File: config.mk
export PLATFORM = sky130hd
export DESIGN_NAME = fifo_cmd_writer
export DESIGN_NICKNAME = d
export VERILOG_FILES = /design/src/rtl/fifo_cmd_writer.sv
export SDC_FILE = /design/constraint.sdc
export NUM_CORES = 1
export LEC_CHECK = 0
export CAP_MARGIN = 20
export CORE_MARGIN = 2
export CORE_UTILIZATION = 35
export CTS_CLUSTER_DIAMETER = 30
export DETAILED_ROUTE_END_ITERATION = 8
export HOLD_SLACK_MARGIN = 0.15
export PLACE_DENSITY = 0.55
export SLEW_MARGIN = 15
export SYNTH_ARGS = -nofsm -noshare
export SYNTH_HDL_FRONTEND = slang
export SYNTH_SLANG_ARGS = --single-unit
File: constraint.sdc
create_clock -name clk -period 3.9 [get_ports clk]
set_clock_uncertainty 0.15 [all_clocks]
set_input_delay 0.39 -clock clk [delete_from_list [all_inputs] [get_ports clk]]
set_output_delay 0.39 -clock clk [all_outputs]
set_load 0.005 [all_outputs]
File: src/rtl/fifo_cmd_writer.sv
// fifo_cmd_writer: host-side writer for the external byte-wide async command FIFO.
// Buffers command bytes in a small circular queue and writes each one into the FIFO
// with programmable setup / strobe / hold / recovery timing on the active-low -W strobe.
module fifo_cmd_writer #(
   parameter int DEPTH          = 4,
   parameter int SETUP_CYCLES   = 2,
   parameter int PULSE_CYCLES   = 4,
   parameter int HOLD_CYCLES    = 2,
   parameter int RECOVER_CYCLES = 3
) (
   input  logic        clk,
   input  logic        rst,
   input  logic [7:0]  cmd_data,
   input  logic        cmd_valid,
   output logic        cmd_ready,
   input  logic        fifo_nff_in,
   output logic [7:0]  fifo_d,
   output logic        fifo_nwr,
   output logic        fifo_full,
   output logic        busy,
   output logic [15:0] wr_count
);

   localparam int AW = (DEPTH > 1) ? $clog2(DEPTH) : 1;
   localparam int CW = AW + 1;
   localparam int TW = 8;

   typedef enum logic [2:0] {
      S_IDLE,
      S_SETUP,
      S_STROBE,
      S_HOLD,
      S_RECOVER
   } state_t;

   state_t          state_q, state_d;
   logic [TW-1:0]   tmr_q, tmr_d;
   logic [1:0]      sync_q;
   logic [7:0]      mem_q [DEPTH];
   logic [AW-1:0]   wr_ptr_q, wr_ptr_d;
   logic [AW-1:0]   rd_ptr_q, rd_ptr_d;
   logic [CW-1:0]   count_q, count_d;
   logic            cmd_ready_q, cmd_ready_d;
   logic [7:0]      fifo_d_q, fifo_d_d;
   logic            nwr_q, nwr_d;
   logic            busy_q, busy_d;
   logic [15:0]     wr_count_q, wr_count_d;
   logic            push, pop;

   // The second synchronizer stage is itself a flop, so fifo_full is a registered output.
   assign fifo_full = ~sync_q[1];
   assign cmd_ready = cmd_ready_q;
   assign fifo_d    = fifo_d_q;
   assign fifo_nwr  = nwr_q;
   assign busy      = busy_q;
   assign wr_count  = wr_count_q;

   assign push = cmd_valid & cmd_ready_q;

   // Next-state logic: write-cycle sequencer, queue bookkeeping and registered outputs.
   always_comb begin
      // NOTE: every signal gets a default before the case so no path leaves it unassigned, which would infer a latch.
      state_d    = state_q;
      tmr_d      = tmr_q;
      nwr_d      = nwr_q;
      fifo_d_d   = fifo_d_q;
      wr_count_d = wr_count_q;
      pop        = 1'b0;

      case (state_q)
         S_IDLE: begin
            // Never start a write while the FIFO reports full.
            if ((count_q != '0) && !fifo_full) begin
               pop      = 1'b1;
               fifo_d_d = mem_q[rd_ptr_q];
               state_d  = S_SETUP;
               tmr_d    = TW'(SETUP_CYCLES - 1);
            end
         end
         S_SETUP: begin
            if (tmr_q == '0) begin
               nwr_d   = 1'b0;
               state_d = S_STROBE;
               tmr_d   = TW'(PULSE_CYCLES - 1);
            end else begin
               tmr_d = tmr_q - TW'(1);
            end
         end
         S_STROBE: begin
            // A full flag rising here does not abort: the FIFO saw not-full before the write.
            if (tmr_q == '0) begin
               nwr_d      = 1'b1;
               wr_count_d = wr_count_q + 16'd1;
               state_d    = S_HOLD;
               tmr_d      = TW'(HOLD_CYCLES - 1);
            end else begin
               tmr_d = tmr_q - TW'(1);
            end
         end
         S_HOLD: begin
            if (tmr_q == '0) begin
               state_d = S_RECOVER;
               tmr_d   = TW'(RECOVER_CYCLES - 1);
            end else begin
               tmr_d = tmr_q - TW'(1);
            end
         end
         S_RECOVER: begin
            // Gives the FIFO flag update time to cross the synchronizer before the next check.
            if (tmr_q == '0) begin
               state_d = S_IDLE;
            end else begin
               tmr_d = tmr_q - TW'(1);
            end
         end
         default: begin
            state_d = S_IDLE;
            nwr_d   = 1'b1;
         end
      endcase

      wr_ptr_d = push ? (wr_ptr_q + AW'(1)) : wr_ptr_q;
      rd_ptr_d = pop  ? (rd_ptr_q + AW'(1)) : rd_ptr_q;

      case ({push, pop})
         2'b10:   count_d = count_q + CW'(1);
         2'b01:   count_d = count_q - CW'(1);
         default: count_d = count_q;
      endcase

      cmd_ready_d = (count_d != CW'(DEPTH));
      busy_d      = (count_d != '0) || (state_d != S_IDLE);
   end

   // State, control and output registers with synchronous reset.
   always_ff @(posedge clk) begin
      // NOTE: sequential state uses non-blocking assignments so every flop samples pre-edge values.
      if (rst) begin
         state_q     <= S_IDLE;
         tmr_q       <= '0;
         sync_q      <= 2'b11;
         wr_ptr_q    <= '0;
         rd_ptr_q    <= '0;
         count_q     <= '0;
         cmd_ready_q <= 1'b0;
         fifo_d_q    <= 8'h00;
         nwr_q       <= 1'b1;
         busy_q      <= 1'b0;
         wr_count_q  <= 16'h0000;
      end else begin
         state_q     <= state_d;
         tmr_q       <= tmr_d;
         sync_q      <= {sync_q[0], fifo_nff_in};
         wr_ptr_q    <= wr_ptr_d;
         rd_ptr_q    <= rd_ptr_d;
         count_q     <= count_d;
         cmd_ready_q <= cmd_ready_d;
         fifo_d_q    <= fifo_d_d;
         nwr_q       <= nwr_d;
         busy_q      <= busy_d;
         wr_count_q  <= wr_count_d;
      end
   end

   // Queue storage: written on every accepted command byte.
   always_ff @(posedge clk) begin
      // NOTE: storage is deliberately not reset; the pointers and count decide which entries are valid.
      if (push) begin
         mem_q[wr_ptr_q] <= cmd_data;
      end
   end

endmodule
After elaboration in Yosys (flattened, before gate mapping)

Memories as Yosys holds them, arrays and structs flattened. A register that Yosys moved wholly into a read port is not among the register bits.
Cells that the tools add are included.
W data, S select, Z words.

Register bits: 39
Memory bits (writable): 32
Input port bits: 12
Output and inout bits: 28
Word-level logic and storage cells: 64
Memories kept: 1

Memories:

| name  | depth | bits a word | rd ports | clocked after Yosys merged registers in | wr ports | RTL line | source |
|---|---|---|---|---|---|---|---|
| mem_q | 4     | 8           | 1        | 1                                       | 1        | 39       | `logic [7:0] mem_q [DEPTH];` |

$add $sub $neg: 6
Eq/ne operators: 11
Multiplexer cells: 20
Bitwise gates (word level): 3
Reductions and logical operators: 13

Operators with widths:

| cell                    | count |
|---|---|
| $mux W8                 | 5 |
| $pmux W8 S5             | 1 |
| $add A16 B1 Y16 const B | 1 |
| $mux W3                 | 5 |
| $pmux W3 S5             | 1 |
| $reduce_bool A3 Y1      | 3 |
| $logic_not A8 Y1        | 1 |
| $ne A2 B2 Y1 const B    | 4 |
| $sub A8 B1 Y8 const B   | 1 |
| $eq A3 B2 Y1 const B    | 2 |
| $mux W1                 | 6 |
| $pmux W3 S2             | 1 |
| $reduce_and A3 Y1       | 2 |
| $reduce_bool A5 Y1      | 1 |
| $add A2 B1 Y2 const B   | 2 |
| $reduce_and A2 Y1       | 2 |
| $add A3 B1 Y3 const B   | 1 |
| $eq A3 B1 Y1 const B    | 1 |
| $eq A3 B3 Y1 const B    | 1 |
| $logic_not A3 Y1        | 1 |
| $ne A3 B3 Y1 const B    | 1 |
| $pmux W1 S3             | 1 |
| $reduce_or A3 Y1        | 1 |
| $sub A3 B1 Y3 const B   | 1 |
| other kinds (6)         | 7 |

Logic depth before layout (Yosys ltp)

Depth in word-level cells: 8
Depth in mapped cells: 11
Gate-level depth less buffers: 10

Worst setup path after synthesis

No wires, ideal clock.

Path kind: register -> register
Start: register state_q[0]
End: register busy_q (netlist: busy)
Data arrival time: 2.289 ns
Required time: 3.620 ns
Path slack: 1.331 ns
Cell stages (with the launch flop): 12
Path buffers: 1
Path through: dfxtp_1 clkbuf_1 nor3_1 nand2_1 inv_2 ha_1 inv_1 fa_1 xor2_1 nor2_1 xnor2_1 a31oi_1

Word-level cells in the longest chain between the ends: 6
Elaborated cells on any way between the ends: 18
Classes of those cells: eq/ne: 6; mux: 8; reduce/logical: 4

RTL lines:

| element                                             | RTL line | source |
|---|---|---|
| start, declared                                     | 36       | `state_t state_q, state_d;` |
| start signal, assigned                              | 151      | `state_q <= state_d;` |
| $logic_not A3 Y1 (*)                                | 70       | `case (state_q)` |
| $mux W1 (*)                                         | 70       |  |
| net pop                                             | 48       | `logic push, pop;` |
| $eq A2 B1 Y1 / $eq A2 B2 Y1 (equally long branches) | 125      | `case ({push, pop})` |
| $pmux W3 S2 (*)                                     | 125      |  |
| $reduce_bool A3 Y1 (*)                              | 132      | `busy_d = (count_d != '0) \|\| (state_d != S_IDLE);` |
| $logic_or A1 B1 Y1 (*)                              | 132      |  |
| end signal, assigned                                | 160      | `busy_q <= busy_d;` |
| end, declared                                       | 46       | `logic busy_q, busy_d;` |

Mark *: on every way through the listed nets, which the timed path passes. The rest lies on a longest branch.
A chain may end at the register's enable or synchronous reset.

Worst setup path in the final report

Same ends and word-level chain as after synthesis.

==> results.ini <==
[run_status]
status = finished, final reports clean

[placement]
io_buffers = 39
dp_hpwl_mm = 5.064
dp_cells = 474
gp_congestion = 0.8186

[route]
dr_total_vias = 2523
route.detailed.drc = 0
ant_nets = 0
viasPerCell = 5.149
first_pass_iters = 4
drt-total-wl_mm = 7.268
wire_per_inst_um = 14.83
drtIter0Drc = 115

[worst_setup_path]
required_ps = 3970
reg2reg_depth = 10
r2r-end = busy
cp.arrival_ps = 2900
rrSetupSlack_ps = 1070
cp_cell_sequence = nor3_1, nand2_1, inv_2, ha_1, inv_1, fa_1, xor2_1, nor2_1, xnor2_1, a31oi_1
cp-start-kind = register
critical_path_buf_inv_count = 2
cp_num_cells = 10
critPathCapture = busy
cpMaxStageDelayCell = dfxtp_1
startpoint = state_q[0]
crit_path_max_incr_delay_ps = 410
cp-end-kind = register
crit_type = register to register
crit-reg2reg-launch = state_q[0]
crit_family = simple AND/OR/NAND/NOR gates
cp_max_fo = 12

[timing]
finalHoldViolCount = 0
slew_viol_final = 0
clock.fmax_mhz = 354.0
timing.hold.ws_ps = 276.2
rsz0062_at_grt = false
timing.final.crit_share_pct = 72.44
finalSetupTns_ps = 0
tightestPinTransition_ps = 876.6
maxSlewHeadroom_pct = 41.56
min_period_ps = 2825
setup_viol = 0

[final_layout]
diodes = 0
fillers = 959
fin_nets = 373
synthToLayoutAreaGrowth_pct = 20.95
drive_gt1_share_pct = 9.244
stdcell_count = 490

[job]
drv_cap = 0

[synth]
synth_top_cell_area_share_pct = 27.51
synthArstFlopShare_pct = 0
yosys_warnings = 0
synth_area_um2 = 3493
synthTopCellsByArea = edfxtp_1, dfxtp_1, mux4_2
avgSynthCellArea_um2 = 10.99
synthFlopType = dfxtp_1
synth_nets = 339
syn-instance-count = 318
yosysSeqAreaShare_pct = 54.44
synth-seq-cells = 79
ys_types = 48
synth_edf_count = 32
synth_top_area_cell = edfxtp_1

[global_route]
grt_pass1_wl_mm = 12.18
grt_max_degree = 43
grt_pass1_vias = 2488
grt_use_total_pct = 13.88
grt_antenna_before_repair = 0
globalRouteOverflowTotal = 0

[cts]
cts_inserted_buffers = 9
cts_setup_buffers = 0
postCtsHoldBufs = 0
cts_max_level = 3
clkLatencyLatePin_ps = 360
clk_pin_slew_ps = 80
cts_root_buf = clkbuf_8
cts_buffer_depth = 2
cts_resized = 0
cts_tree = built
clock-sinks = 79

[floorplan]
core_um2 = 9729
io-pin-count = 40
die_w_um = 103.9
row_count = 36
die_y_um = 103.9
fp.dieArea_um2 = 10800
start_util_pct = 35.91

[worst_hold_path]
hold_path_class = register to register

[pwr]
power.leakage_nw = 1.412
p_per_area_nw_per_um2 = 662.1
peakVddDrop_uv = 236.4
power_mw = 2.797

-- power breakdown --
part	internal, mW	total (mW)	switching (mW)
clock network	0.375	0.708	0.333
logic	0.433	0.955	0.523
registers	0.994	1.13	0.140
-- how the worst min path moves through the flow --
stage,from,endpoint,slack (ps),cells after the start
after floorplan,sync_q[0],sync_q[1],240,1
after global placement,sync_q[0],sync_q[1],240,1
after detailed placement,sync_q[0],sync_q[1],250,1
after CTS,sync_q[0],sync_q[1],270,1
after global routing,sync_q[0],sync_q[1],300,1
final,sync_q[0],sync_q[1],280,1
-- routing by layer --
layer	vias up	part of all wire, %	GRT usage [%]
met4	0	1.7	4.730
met3	13	4.0	3.822
met1	1218	44	17.09
li1	1250	-	-
met5	-	0	0
met2	42	50	23.50
-- cells by family after synthesis --
kind of cell               Yosys count  synth area share (%)
and+or+nand+nor                    117                 18.48
DFF                                 79                 54.44
AOI/OAI and AO/OA                   58                 10.35
buffers and inverters               28                 3.044
muxes                               16                 7.486
xor gates and xnor gates            11                 2.758
adders and majority gates            9                 3.439
-- final cells by class --
class                      instances  area, um^2  share of cell area [%]
clock buffer                       9       123.9                   2.932
clock inverter                     7       108.9                   2.576
inverter                          11       41.29                  0.9772
multi-input combinational        211        1485                   35.15
sequential                        79        1902                   45.01
tap                              133       166.4                   3.938
timing repair buffer              40       397.9                   9.417
-- cell usage after synthesis (3+ instances only) --
cell type and count:
a21oi_1 30, and3_1 4, clkbuf_1 16, dfxtp_1 47, edfxtp_1 32, ha_1 8
inv_1 10, mux2i_1 7, mux4_2 8, nand2_1 28, nand2b_1 3, nand3_1 14
nand3b_1 6, nand4_1 4, nor2_1 14, nor2b_1 5, nor3_1 5, nor4_1 5
o21ai_0 3, o31ai_1 10, or2_2 3, or3_1 3, or4_1 14, xnor2_1 6
xor2_1 5
-- state kept, by name, indices dropped and copies added (netlist names), 2 cells and up --
signal / flops
fifo_d: 8
state_q: 3
rd_ptr_q: 2
sync_q: 2
wr_count: 16
tmr_q: 8
mem_q: 32
count_q: 3
wr_ptr_q: 2
-- stage by stage --
| step | utilization [%] | worst slack [ps] | cell area, um^2 |
|---|---|---|---|
| 2_1_floorplan | - | 1331 | 3493 |
| 3_5_place_dp | 41.04 | 1071 | 3993 |
| 4_1_cts | 43.43 | 1035 | 4225 |
| 6_report | 43.43 | 1075 | 4225 |
| 5_1_grt | 43.43 | 848.1 | 4225 |
| 3_3_place_gp | 41.04 | 1189 | 3993 |
-- cell usage in the layout (no fill, tap or decap), types with 5 or more instances in the layout --
cell,count
mux4_2,8
xnor2_1,6
or4_1,14
xor2_1,5
ha_1,8
nand3b_1,6
clkbuf_8,9
a21oi_1,30
nand3_1,14
nor2b_1,5
mux2i_1,7
clkdlybuf4s50_1,39
nand2_1,28
edfxtp_1,32
nor4_1,5
dfxtp_1,47
nor2_1,14
nor3_1,5
inv_1,10
o31ai_1,10
-- worst register-to-register path: cells and delay by family, from the launching register on --
family,cells,cell delay [ps]
AOI/OAI and AO/OA,1,100
buffers and inverters,2,300
and+or+nand+nor,3,830
adders and majority gates,2,590
DFF,1,410
xor gates and xnor gates,2,320
No activity file was read; power rests on OpenSTA's default activity.
